### src/rtl/l1_cdreq_seq_pkg.sv
// Shared encodings for the L1 CPU-down request sequencer.
// Sequencer states, MESI codes, sdreq/sursp/cursp opcodes.
package l1_cdreq_seq_pkg;

    typedef logic [2:0] cdreq_st_e;

    localparam cdreq_st_e CDREQ_IDLE       = 3'd0;
    localparam cdreq_st_e CDREQ_LOOKUP     = 3'd1;
    localparam cdreq_st_e CDREQ_SEND_SDREQ = 3'd2;
    localparam cdreq_st_e CDREQ_WAIT_SURSP = 3'd3;
    localparam cdreq_st_e CDREQ_UPDATE     = 3'd4;
    localparam cdreq_st_e CDREQ_SEND_RSP   = 3'd5;

    localparam logic [2:0] MESI_I = 3'd0;
    localparam logic [2:0] MESI_S = 3'd1;
    localparam logic [2:0] MESI_E = 3'd2;
    localparam logic [2:0] MESI_M = 3'd3;

    localparam int READ_HIT   = 0;
    localparam int WRITE_HIT  = 1;
    localparam int READ_MISS  = 2;
    localparam int WRITE_MISS = 3;

    localparam logic [2:0] SDREQ_RD  = 3'd0;
    localparam logic [2:0] SDREQ_RDX = 3'd1;
    localparam logic [2:0] SDREQ_INV = 3'd2;
    localparam logic [2:0] SDREQ_WB  = 3'd3;

    localparam logic [2:0] SURSP_NULL  = 3'd0;
    localparam logic [2:0] SURSP_SNOOP = 3'd1;
    localparam logic [2:0] SURSP_FETCH = 3'd2;

    localparam logic [1:0] CURSP_OKAY = 2'b00;
    localparam logic [1:0] CURSP_ERR  = 2'b10;

    function automatic logic [3:0] req_class(
        input logic hit,
        input logic wr
    );
        logic [3:0] s;
        s = 4'b0000;
        unique case (1'b1)
            (hit && !wr):  s[READ_HIT]   = 1'b1;
            (hit && wr):   s[WRITE_HIT]  = 1'b1;
            (!hit && !wr): s[READ_MISS]  = 1'b1;
            default:       s[WRITE_MISS] = 1'b1;
        endcase
        return s;
    endfunction

endpackage

### src/rtl/l1_cdreq_seq_if.sv
// Bundle of the cdreq sequencer's CPU, lookup, snoop and decoder signals.
// master = sequencer side, slave = surrounding cache logic.
interface l1_cdreq_seq_if
    import l1_cdreq_seq_pkg::*;
#(
    parameter int ADDR_WIDTH = 32
);

    logic                  cdreq_valid;
    logic                  cdreq_ready;
    logic                  cdreq_wr;
    logic [ADDR_WIDTH-1:0] cdreq_addr;

    logic                  lkup_hit;
    logic                  lkup_en;
    logic [ADDR_WIDTH-1:0] lkup_addr;
    logic [2:0]            blk_curSt;
    logic                  snp_busy;

    cdreq_st_e             req_curSt;
    logic [3:0]            req_status;
    logic [2:0]            sdreq_op_in;

    logic                  sdreq_valid;
    logic                  sdreq_ready;
    logic [2:0]            sdreq_op;
    logic [ADDR_WIDTH-1:0] sdreq_addr;

    logic                  sursp_valid;
    logic [2:0]            sursp_rsp;
    // latched snoop response, read by the next-state decoder
    logic [2:0]            sursp_lat;

    logic                  blk_wr_en;

    logic                  cursp_valid;
    logic                  cursp_ready;
    logic [1:0]            cursp_rsp;

    modport master (
        input  cdreq_valid, cdreq_wr, cdreq_addr,
        input  lkup_hit, blk_curSt, snp_busy,
        input  sdreq_op_in, sdreq_ready,
        input  sursp_valid, sursp_rsp, cursp_ready,
        output cdreq_ready, lkup_en, lkup_addr,
        output req_curSt, req_status,
        output sdreq_valid, sdreq_op, sdreq_addr,
        output sursp_lat, blk_wr_en,
        output cursp_valid, cursp_rsp
    );

    modport slave (
        output cdreq_valid, cdreq_wr, cdreq_addr,
        output lkup_hit, blk_curSt, snp_busy,
        output sdreq_op_in, sdreq_ready,
        output sursp_valid, sursp_rsp, cursp_ready,
        input  cdreq_ready, lkup_en, lkup_addr,
        input  req_curSt, req_status,
        input  sdreq_valid, sdreq_op, sdreq_addr,
        input  sursp_lat, blk_wr_en,
        input  cursp_valid, cursp_rsp
    );

endinterface

### src/rtl/l1_sursp_timer.sv
// Snoop-response watchdog: clearable counter with terminal count.
// Saturates at TIMEOUT_CYC-1 so tc stays up until cleared.
module l1_sursp_timer
    import l1_cdreq_seq_pkg::*;
#(
    parameter int TIMEOUT_CYC = 1024,
    parameter int W = (TIMEOUT_CYC > 1) ? $clog2(TIMEOUT_CYC) : 1
) (
    input  logic clk,
    input  logic rst_n,
    input  logic clr,
    input  logic en,
    output logic tc
);

    localparam logic [W-1:0] TC_VAL = W'(TIMEOUT_CYC - 1);

    logic [W-1:0] cnt_q;

    assign tc = (cnt_q == TC_VAL);

    always_ff @(posedge clk or negedge rst_n) begin
        if (!rst_n) begin
            cnt_q <= '0;
        end else if (clr) begin
            cnt_q <= '0;
        end else if (en && !tc) begin
            cnt_q <= cnt_q + 1'b1;
        end
    end

endmodule

### src/rtl/l1_cdreq_seq.sv
// L1 CPU-down request sequencer: lookup, optional snoop, commit,
// then CPU response. One request in flight at a time.
module l1_cdreq_seq
    import l1_cdreq_seq_pkg::*;
#(
    parameter int ADDR_WIDTH  = 32,
    parameter int TIMEOUT_CYC = 1024
) (
    input logic          clk,
    input logic          rst_n,
    l1_cdreq_seq_if.master bus
);

    cdreq_st_e             st_q;
    logic [ADDR_WIDTH-1:0] addr_q;
    logic                  wr_q;
    logic                  lkup_q;
    logic [3:0]            status_q;
    logic [2:0]            op_q;
    logic [2:0]            sursp_q;
    logic [1:0]            rsp_q;

    logic                  tmr_clr;
    logic                  tmr_en;
    logic                  tmr_tc;
    logic                  need_sdreq;
    logic                  sd_hs;

    assign bus.cdreq_ready = (st_q == CDREQ_IDLE) && !bus.snp_busy;
    assign bus.lkup_en     = lkup_q;
    assign bus.lkup_addr   = addr_q;
    assign bus.req_curSt   = st_q;
    assign bus.req_status  = status_q;
    assign bus.sdreq_valid = (st_q == CDREQ_SEND_SDREQ);
    assign bus.sdreq_op    = op_q;
    assign bus.sdreq_addr  = addr_q;
    assign bus.sursp_lat   = sursp_q;
    assign bus.blk_wr_en   = (st_q == CDREQ_UPDATE) && !bus.snp_busy;
    assign bus.cursp_valid = (st_q == CDREQ_SEND_RSP);
    assign bus.cursp_rsp   = rsp_q;

    // shared blocks need an invalidate before a write
    assign need_sdreq = !bus.lkup_hit ||
                        (wr_q && (bus.blk_curSt == MESI_S));

    assign sd_hs   = bus.sdreq_valid && bus.sdreq_ready;
    assign tmr_clr = sd_hs;
    assign tmr_en  = (st_q == CDREQ_WAIT_SURSP);

    l1_sursp_timer #(
        .TIMEOUT_CYC (TIMEOUT_CYC)
    ) u_timer (
        .clk   (clk),
        .rst_n (rst_n),
        .clr   (tmr_clr),
        .en    (tmr_en),
        .tc    (tmr_tc)
    );

    always_ff @(posedge clk or negedge rst_n) begin
        if (!rst_n) begin
            st_q     <= CDREQ_IDLE;
            addr_q   <= '0;
            wr_q     <= 1'b0;
            lkup_q   <= 1'b0;
            status_q <= 4'b0000;
            op_q     <= SDREQ_RD;
            sursp_q  <= SURSP_NULL;
            rsp_q    <= CURSP_OKAY;
        end else begin
            lkup_q <= 1'b0;
            case (st_q)
                CDREQ_IDLE: begin
                    if (bus.cdreq_valid && bus.cdreq_ready) begin
                        addr_q <= bus.cdreq_addr;
                        wr_q   <= bus.cdreq_wr;
                        lkup_q <= 1'b1;
                        st_q   <= CDREQ_LOOKUP;
                    end
                end
                CDREQ_LOOKUP: begin
                    // lkup_hit is only meaningful the cycle after lkup_en
                    if (!lkup_q) begin
                        if (bus.snp_busy) begin
                            lkup_q <= 1'b1;
                        end else begin
                            status_q <= req_class(bus.lkup_hit, wr_q);
                            if (need_sdreq) begin
                                op_q <= bus.sdreq_op_in;
                                st_q <= CDREQ_SEND_SDREQ;
                            end else begin
                                st_q <= CDREQ_UPDATE;
                            end
                        end
                    end
                end
                CDREQ_SEND_SDREQ: begin
                    if (bus.sdreq_ready) begin
                        st_q <= CDREQ_WAIT_SURSP;
                    end
                end
                CDREQ_WAIT_SURSP: begin
                    if (bus.sursp_valid) begin
                        sursp_q <= bus.sursp_rsp;
                        st_q    <= CDREQ_UPDATE;
                    end else if (tmr_tc) begin
                        rsp_q <= CURSP_ERR;
                        st_q  <= CDREQ_SEND_RSP;
                    end
                end
                CDREQ_UPDATE: begin
                    if (!bus.snp_busy) begin
                        st_q <= CDREQ_SEND_RSP;
                    end
                end
                CDREQ_SEND_RSP: begin
                    if (bus.cursp_ready) begin
                        status_q <= 4'b0000;
                        rsp_q    <= CURSP_OKAY;
                        st_q     <= CDREQ_IDLE;
                    end
                end
                default: begin
                    st_q <= CDREQ_IDLE;
                end
            endcase
        end
    end

endmodule

### src/flat_wrapper.sv
// flat-port wrapper written by rule: the top's interface ports become plain ports
module l1_cdreq_seq_flat import l1_cdreq_seq_pkg::*;
#(
    parameter int ADDR_WIDTH  = 32,
    parameter int TIMEOUT_CYC = 1024
)
  (clk, rst_n, bus_cdreq_valid, bus_cdreq_wr, bus_cdreq_addr, bus_lkup_hit, bus_blk_curSt, bus_snp_busy, bus_sdreq_op_in, bus_sdreq_ready, bus_sursp_valid, bus_sursp_rsp, bus_cursp_ready, bus_cdreq_ready, bus_lkup_en, bus_lkup_addr, bus_req_curSt, bus_req_status, bus_sdreq_valid, bus_sdreq_op, bus_sdreq_addr, bus_sursp_lat, bus_blk_wr_en, bus_cursp_valid, bus_cursp_rsp);
  l1_cdreq_seq_if #(.ADDR_WIDTH(ADDR_WIDTH)) bus_i ();
  input logic clk;
  input logic rst_n;
  input wire logic [$bits(bus_i.cdreq_valid)-1:0] bus_cdreq_valid;
  input wire logic [$bits(bus_i.cdreq_wr)-1:0] bus_cdreq_wr;
  input wire logic [$bits(bus_i.cdreq_addr)-1:0] bus_cdreq_addr;
  input wire logic [$bits(bus_i.lkup_hit)-1:0] bus_lkup_hit;
  input wire logic [$bits(bus_i.blk_curSt)-1:0] bus_blk_curSt;
  input wire logic [$bits(bus_i.snp_busy)-1:0] bus_snp_busy;
  input wire logic [$bits(bus_i.sdreq_op_in)-1:0] bus_sdreq_op_in;
  input wire logic [$bits(bus_i.sdreq_ready)-1:0] bus_sdreq_ready;
  input wire logic [$bits(bus_i.sursp_valid)-1:0] bus_sursp_valid;
  input wire logic [$bits(bus_i.sursp_rsp)-1:0] bus_sursp_rsp;
  input wire logic [$bits(bus_i.cursp_ready)-1:0] bus_cursp_ready;
  output wire logic [$bits(bus_i.cdreq_ready)-1:0] bus_cdreq_ready;
  output wire logic [$bits(bus_i.lkup_en)-1:0] bus_lkup_en;
  output wire logic [$bits(bus_i.lkup_addr)-1:0] bus_lkup_addr;
  output wire logic [$bits(bus_i.req_curSt)-1:0] bus_req_curSt;
  output wire logic [$bits(bus_i.req_status)-1:0] bus_req_status;
  output wire logic [$bits(bus_i.sdreq_valid)-1:0] bus_sdreq_valid;
  output wire logic [$bits(bus_i.sdreq_op)-1:0] bus_sdreq_op;
  output wire logic [$bits(bus_i.sdreq_addr)-1:0] bus_sdreq_addr;
  output wire logic [$bits(bus_i.sursp_lat)-1:0] bus_sursp_lat;
  output wire logic [$bits(bus_i.blk_wr_en)-1:0] bus_blk_wr_en;
  output wire logic [$bits(bus_i.cursp_valid)-1:0] bus_cursp_valid;
  output wire logic [$bits(bus_i.cursp_rsp)-1:0] bus_cursp_rsp;
  assign bus_i.cdreq_valid = bus_cdreq_valid;
  assign bus_i.cdreq_wr = bus_cdreq_wr;
  assign bus_i.cdreq_addr = bus_cdreq_addr;
  assign bus_i.lkup_hit = bus_lkup_hit;
  assign bus_i.blk_curSt = bus_blk_curSt;
  assign bus_i.snp_busy = bus_snp_busy;
  assign bus_i.sdreq_op_in = bus_sdreq_op_in;
  assign bus_i.sdreq_ready = bus_sdreq_ready;
  assign bus_i.sursp_valid = bus_sursp_valid;
  assign bus_i.sursp_rsp = bus_sursp_rsp;
  assign bus_i.cursp_ready = bus_cursp_ready;
  assign bus_cdreq_ready = bus_i.cdreq_ready;
  assign bus_lkup_en = bus_i.lkup_en;
  assign bus_lkup_addr = bus_i.lkup_addr;
  assign bus_req_curSt = bus_i.req_curSt;
  assign bus_req_status = bus_i.req_status;
  assign bus_sdreq_valid = bus_i.sdreq_valid;
  assign bus_sdreq_op = bus_i.sdreq_op;
  assign bus_sdreq_addr = bus_i.sdreq_addr;
  assign bus_sursp_lat = bus_i.sursp_lat;
  assign bus_blk_wr_en = bus_i.blk_wr_en;
  assign bus_cursp_valid = bus_i.cursp_valid;
  assign bus_cursp_rsp = bus_i.cursp_rsp;
  l1_cdreq_seq #(.ADDR_WIDTH(ADDR_WIDTH), .TIMEOUT_CYC(TIMEOUT_CYC)) u_core (.clk(clk), .rst_n(rst_n), .bus(bus_i));
endmodule
### config.mk
export PLATFORM = sky130hd
export DESIGN_NAME = l1_cdreq_seq_flat
export DESIGN_NICKNAME = d
export VERILOG_FILES = /design/src/rtl/l1_cdreq_seq_pkg.sv /design/src/rtl/l1_cdreq_seq_if.sv /design/src/rtl/l1_sursp_timer.sv /design/src/rtl/l1_cdreq_seq.sv /design/src/flat_wrapper.sv
export SDC_FILE = /design/constraint.sdc
export NUM_CORES = 1
export LEC_CHECK = 0
export ABC_AREA = 0
export BUFFER_PORTS_ARGS = -buffer_cell sky130_fd_sc_hd__buf_4
export CORE_MARGIN = 3
export CORE_UTILIZATION = 47
export CTS_CLUSTER_DIAMETER = 50
export DETAILED_ROUTE_END_ITERATION = 10
export HOLD_SLACK_MARGIN = 0.05
export PLACE_DENSITY = 0.8
export SLEW_MARGIN = 10
export SYNTH_ARGS = -nofsm -noshare
export SYNTH_HDL_FRONTEND = slang
export SYNTH_SLANG_ARGS = --single-unit
### constraint.sdc
create_clock -name clk -period 1.55 [get_ports clk]
set_input_delay 0.31 -clock clk [delete_from_list [all_inputs] [get_ports clk]]
set_output_delay 0.31 -clock clk [all_outputs]
set_load 0.02 [all_outputs]
# Word level (Yosys, flattened, before mapping)
# Index checks and enable logic that the tools add are counted.
[classes]
mux = 28
n_addsub = 1
n_eq_ne = 16
reduce_logical = 25
n_bitwise = 2
[ops]
columns = ["operator", "n"]
rows = [
  ["$mux W3", 9],
  ["$mux W10", 2],
  ["$pmux W3 S6", 1],
  ["$ne A2 B2 Y1 const B", 7],
  ["$mux W4", 3],
  ["$reduce_and A4 Y1", 3],
  ["$add A10 B1 Y10 const B", 1],
  ["$eq A10 B10 Y1 const B", 1],
  ["$logic_and A1 B1 Y1", 9],
  ["$pmux W4 S2", 1],
  ["$mux W1", 7],
  ["$reduce_and A7 Y1", 1],
  ["$eq A3 B1 Y1 const B", 2],
  ["$eq A3 B2 Y1 const B", 2],
  ["$eq A3 B3 Y1 const B", 2],
  ["$mux W2", 3],
  ["$reduce_bool A2 Y1", 3],
  ["$logic_not A1 Y1", 4],
  ["$pmux W2 S2", 1],
  ["$reduce_and A2 Y1", 2],
  ["$logic_not A3 Y1", 1],
  ["$ne A3 B2 Y1 const B", 1],
  ["$reduce_or A3 Y1", 1],
  ["$ne A2 B1 Y1 const B", 1],
  ["other kinds (3)", 4],
]
[totals]
output_inout_bits = 84
wordCells = 81
inputBits = 50
register_bits = 59

# Depth between registers and ports, before layout
[logic_depth]
depth_word = 7
depth_mapped = 6
mapped_depth_nobuf = 5

# By module
# A second synthesis with hierarchy kept.
[hier_totals]
cells_unflattened = 235
area_unflattened_um2 = 2815.2
[by_module_without_submodules]
columns = ["module", "n_inst", "area_per_inst_um2", "seq_area_each_um2", "cells_each"]
rows = [
  ["l1_cdreq_seq", 1, 2249.7, 1201.2, 179],
  ["l1_sursp_timer", 1, 565.5, 250.2, 56],
]

# Least setup slack after synthesis
# Ideal clock, no wire load.
[synth_path]
kind = "register to register"
from = "register u_core.st_q[1] (netlist: u_core.bus.req_curSt[1])"
to = "register u_core.addr_q[0] (netlist: u_core.bus.lkup_addr[0])"
required_time_ps = 1425
path_stages_with_launch = 5
period_less_slack_ps = 1907
arrival_ps = 1782
n_path_buf = 1
path_slack_ps = -357
setup_ps = 125
path_cell_list = "dfrtp_1 > nor4_2 > nand2_2 > buf_6 > mux2_4"
[synth_via]
elab_chain_cells = 4
[synth_lines]
columns = ["element", "line", "source"]
rows = [
  ["from (decl)", "l1_cdreq_seq.sv:14", "cdreq_st_e st_q;"],
  ["from (signal assigned)", "l1_cdreq_seq.sv:62", "st_q <= CDREQ_IDLE;"],
  ["from (signal assigned)", "l1_cdreq_seq.sv:78", "st_q <= CDREQ_LOOKUP;"],
  ["from (signal assigned)", "l1_cdreq_seq.sv:90", "st_q <= CDREQ_SEND_SDREQ;"],
  ["$logic_not A3 Y1", "l1_cdreq_seq.sv:29", "assign bus.cdreq_ready = (st_q == CDREQ_IDLE) && !bus.snp_busy;"],
  ["$logic_and A1 B1 Y1", "l1_cdreq_seq.sv:29", ""],
  ["net bus_cdreq_ready", "flat_wrapper.sv:22", "output wire logic [$bits(bus_i.cdreq_ready)-1:0] bus_cdreq_ready;"],
  ["$logic_and A1 B1 Y1", "l1_cdreq_seq.sv:74", "if (bus.cdreq_valid && bus.cdreq_ready) begin"],
  ["$reduce_and A2 Y1 (no line)", "--", ""],
  ["to (signal assigned)", "l1_cdreq_seq.sv:75", "addr_q <= bus.cdreq_addr;"],
  ["to (decl)", "l1_cdreq_seq.sv:15", "logic [ADDR_WIDTH-1:0] addr_q;"],
]
# The timed path passes the listed nets, and every way through them passes these cells.
# A chain may end at the register's enable or synchronous reset.

# Worst setup path in the final report
[layout_path]
from = "register u_core.st_q[2] (netlist: u_core.bus.req_curSt[2])"
to = "output port bus_blk_wr_en"
[layout_via]
elab_chain_cells = 2
[layout_lines]
columns = ["element", "line", "source"]
rows = [
  ["$eq A3 B3 Y1", "l1_cdreq_seq.sv:38", "assign bus.blk_wr_en = (st_q == CDREQ_UPDATE) && !bus.snp_busy;"],
  ["$logic_and A1 B1 Y1", "l1_cdreq_seq.sv:38", ""],
  ["to (decl)", "flat_wrapper.sv:31", "output wire logic [$bits(bus_i.blk_wr_en)-1:0] bus_blk_wr_en;"],
]
# No other way between the ends.

==> impl_metrics.yaml <==
outcome:
  outcome: "complete, but fails checks"
  failing_checks: "setup timing"
routing:
  routedWlPerCell_microns: 17.2
  drt-total-wl_microns: 7660
  detailedRoute.firstPassIterationCount: 4
  drt-initial-drc-count: 89
  drc: 0
  vias_per_cell: 5.14
  drtAntennaViolNets: 0
  route.vias.total: 2292
cells_and_area:
  finalCoreUtilization_pct: 72.3
  nets: 417
  layout.cells.non_filler: 446
  antenna_cells_inserted: 0
  drive_gt1_share_pct: 63.3
  areaGrowthSynthToFinish_pct: 47.4
setup_path:
  cp-start-kind: "register"
  path_max_fanout: 7
  worst_ep_arrival_time_ns: 1.32
  cp_data_required_time_ns: 1.24
  longest_individual_stage_delay_on_the_worst_path_ns: 0.39
  timing.setup.critical_path_class: "register to output pin"
  cell_with_the_largest_stage_delay_on_the_worst_path: "sky130_fd_sc_hd__dfrtp_1"
  worstPathCellList: "buf_12, inv_8, nor4_4, buf_4"
  worstSetupEndpointType: "output pin"
global_routing:
  first_global_vias: 2312
  grt_use_total_pct: 21.4
  grt_first_pass_wirelength_microns: 12100
  grt_start_max_net_pins: 34
  initial_antenna_violation_count: 0
  gr-total-overflow: 0
sta:
  total_of_endpoints_with_negative_setup_slack_in_the_final_report: 15
  grt_setup_unrepaired: "true"
  postLayoutSetupSlackWorst_ns: -0.0838
  hold_violations: 0
  min_period_ns: 1.63
  timing.final.crit_share_pct: 105
  totalNegativeSetupSlack_ns: -0.471
  report.final.slew_viol_count: 0
  final.hold.worst_slack_ns: 0.204
  fmax_ghz: 0.612
  timing.clock.skew_ns: 0.00764
floorplan:
  design.core.area_sq_um: 5960
  initial_core_util_pct: 49.1
  num_rows: 28
  die_y_microns: 84.8
  die_area_sq_um: 7200
  fp.dieW_microns: 84.8
  io_pins: 134
cts:
  cts-buffers-inserted: 9
  clock_sink_count: 58
  cts_tree: "done"
  clk-insertion-delay-late_ns: 0.33
  cts_buffer_depth: 2
  max_h_tree_level: 3
  clock-root-buffer: "sky130_fd_sc_hd__clkbuf_8"
  clock_edge_transition_at_the_registers_on_the_reported_setup_and_hold_paths_ns: 0.07
hold_path:
  holdCritPathClass: "primary input to register"
yosys:
  post_synth_xor_area_fraction_pct: 0.300
  synth_sequential_area_ratio_pct: 49.7
  synth-adder-area-share_pct: 0.428
  synth_top_family_by_area: "multiplexers"
  synth_simple_gate_area_share_pct: 10.5
  syn-instance-count: 236
  ys_ff_latch: 58
  synth_compound_gate_area_share_pct: 8.48
  post_synth_mux_area_share_pct: 18.9
  synthesis.nets: 287
  syn-cell-area_sq_um: 2920
  synthDistinctLibCells: 44
  yosys_warnings: 0
  synthesis.area_per_instance_sq_um: 12.4
power_and_ir_drop:
  power.leakage_nw: 2.18
  peakVddDrop_mv: 1.36
  power.density_nw_per_um2: 2360
  finalPower_w: 0.0102
placed_design:
  post-dp-hpwl_microns: 5540
  io_buffers: 132
  place_inst: 418
  gp_routability_congestion: 0.852
job:
  cap_violations: 0
-- cells in the final DEF, fill, tap and decap left out, types with 2 or more instances in the layout --
cell                        instances
sky130_fd_sc_hd__and3_1             3
sky130_fd_sc_hd__a21oi_2            2
sky130_fd_sc_hd__clkinv_2           2
sky130_fd_sc_hd__mux2_2             9
sky130_fd_sc_hd__nand3b_1           2
sky130_fd_sc_hd__bufinv_16          3
sky130_fd_sc_hd__inv_2              2
sky130_fd_sc_hd__a2111o_1           2
sky130_fd_sc_hd__dfrtp_1           57
sky130_fd_sc_hd__nand2_1           11
sky130_fd_sc_hd__nand3_1            7
sky130_fd_sc_hd__buf_4            148
sky130_fd_sc_hd__a31oi_1            3
sky130_fd_sc_hd__nor4_4             2
sky130_fd_sc_hd__nor3_1             2
sky130_fd_sc_hd__or3_1              3
sky130_fd_sc_hd__nand2_2            4
sky130_fd_sc_hd__o211ai_1           3
sky130_fd_sc_hd__o31ai_1            3
sky130_fd_sc_hd__mux2_4            30
sky130_fd_sc_hd__clkbuf_8           9
sky130_fd_sc_hd__inv_1              7
sky130_fd_sc_hd__nor2_1             5
sky130_fd_sc_hd__o21ai_1            3
sky130_fd_sc_hd__buf_12             3
sky130_fd_sc_hd__buf_6              6
sky130_fd_sc_hd__o21ai_0           10
-- worst paths after layout --
path,start,to,slack (ns),depth (start not counted)
worst max register to register,u_core.bus.req_curSt[2]$_DFFE_PN0P_,u_core.u_timer.cnt_q[6]$_DFFE_PN0P_,-0.07,7
worst min-delay path,bus_sursp_rsp[1],u_core.bus.sursp_lat[1]$_DFFE_PN0P_,0.20,2
max in group asynchronous,rst_n,u_core.u_timer.cnt_q[6]$_DFFE_PN0P_,0.67,3
min in group asynchronous,rst_n,u_core.bus.sursp_lat[1]$_DFFE_PN0P_,0.39,2
worst max-delay path,u_core.bus.req_curSt[2]$_DFFE_PN0P_,bus_blk_wr_en,-0.08,4
worst min register to register,u_core.bus.req_status[0]$_DFFE_PN0P_,u_core.bus.req_status[0]$_DFFE_PN0P_,0.48,2
-- flip-flops by register name, summed over array words and instances, names as in the netlist --
register               count
u_core.bus.cursp_rsp       1
u_core.bus.lkup_addr      32
u_core.bus.lkup_en         1
u_core.bus.req_curSt       3
u_core.bus.req_status      4
u_core.bus.sdreq_op        3
u_core.bus.sursp_lat       3
u_core.u_timer.cnt_q      10
u_core.wr_q                1
-- metal layers --
layer	part of all wire [%]	vias to the layer above	track usage (%)	routed length, microns
met2	52	110	36.4	3980
met3	7.6	6	4.95	582
met4	0.87	0	7.34	67
met5	0	-	0	0
met1	40	1109	26.9	3030
li1	-	1067	-	-
-- Yosys cell counts (all sizes together) --
cell | instances | share of area [%]
a2111o | 2 | 0.77
a211oi | 1 | 0.26
a21oi | 3 | 0.51
a31oi | 3 | 0.64
a41o | 1 | 0.34
and2 | 2 | 0.43
and3 | 4 | 0.86
and3b | 1 | 0.43
and4b | 1 | 0.34
buf | 38 | 10
clkbuf | 1 | 0.13
conb | 1 | 0.13
dfrtp | 58 | 50
ha | 1 | 0.43
inv | 10 | 1.3
mux2 | 39 | 19
nand2 | 15 | 2.0
nand2b | 1 | 0.21
nand3 | 7 | 1.2
nand3b | 2 | 0.51
nand4 | 2 | 0.94
nand4bb | 1 | 0.39
nor2 | 6 | 0.77
nor2b | 1 | 0.21
nor3 | 4 | 0.69
nor4 | 2 | 0.64
o2111ai | 1 | 0.90
o211ai | 3 | 0.77
o21a | 1 | 0.26
o21ai | 13 | 2.2
o221ai | 1 | 0.30
o31ai | 4 | 1.2
o41ai | 1 | 0.30
or3 | 4 | 0.86
xnor2 | 1 | 0.30
-- report_power, final --
| group | internal, W | switching (W) |
|---|---|---|
| Clock | 0.00107 | 0.000640 |
| Combinational | 0.00275 | 0.00279 |
| Sequential | 0.00226 | 0.000682 |
| Total | 0.00607 | 0.00411 |
-- what timing repair did --
item                                    CTS  global route
pin swaps                                 6             4
buffers inserted                          6             5
hold buffers                              1             0
gates resized for setup                  22             9
hold endpoints to repair                 16             0
endpoints found under the setup margin    9            51
-- cell type report --
type | count | area [sq um]
clock inverter | 7 | 116
inverter | 10 | 45.0
sequential | 58 | 1450
tap | 75 | 93.8
clock buffer | 9 | 124
timing repair buffer | 158 | 1250
fill | 420 | 1650
multi-input combinational | 129 | 1230
-- logic make-up (layout without fill, tap and decap cells) --
family | after synthesis | count (layout)
flops | 58 | 58
simple gates | 53 | 53
buf+inv | 49 | 184
mux | 39 | 39
compound gates | 34 | 34
fa+ha+maj | 1 | 1
other cells | 1 | 1
xor+xnor | 1 | 1
-- metrics by stage --
step | cell area (sq um) | setup WS, ns
6_report | 4310 | -0.0838
5_1_grt | 4310 | -0.149
4_1_cts | 4230 | -0.0861
3_5_place_dp | 3860 | -0.0128
3_3_place_gp | 3860 | 0.0125
2_1_floorplan | 2940 | -0.165
-- worst max-delay path: cells and delay by family (launching register included) --
| family | cells | cell delay, ns |
|---|---|---|
| buffers and inverters | 3 | 0.37 |
| flip-flops | 1 | 0.39 |
| AND/OR/NAND/NOR | 1 | 0.24 |
(Power assumes the default switching activity.)
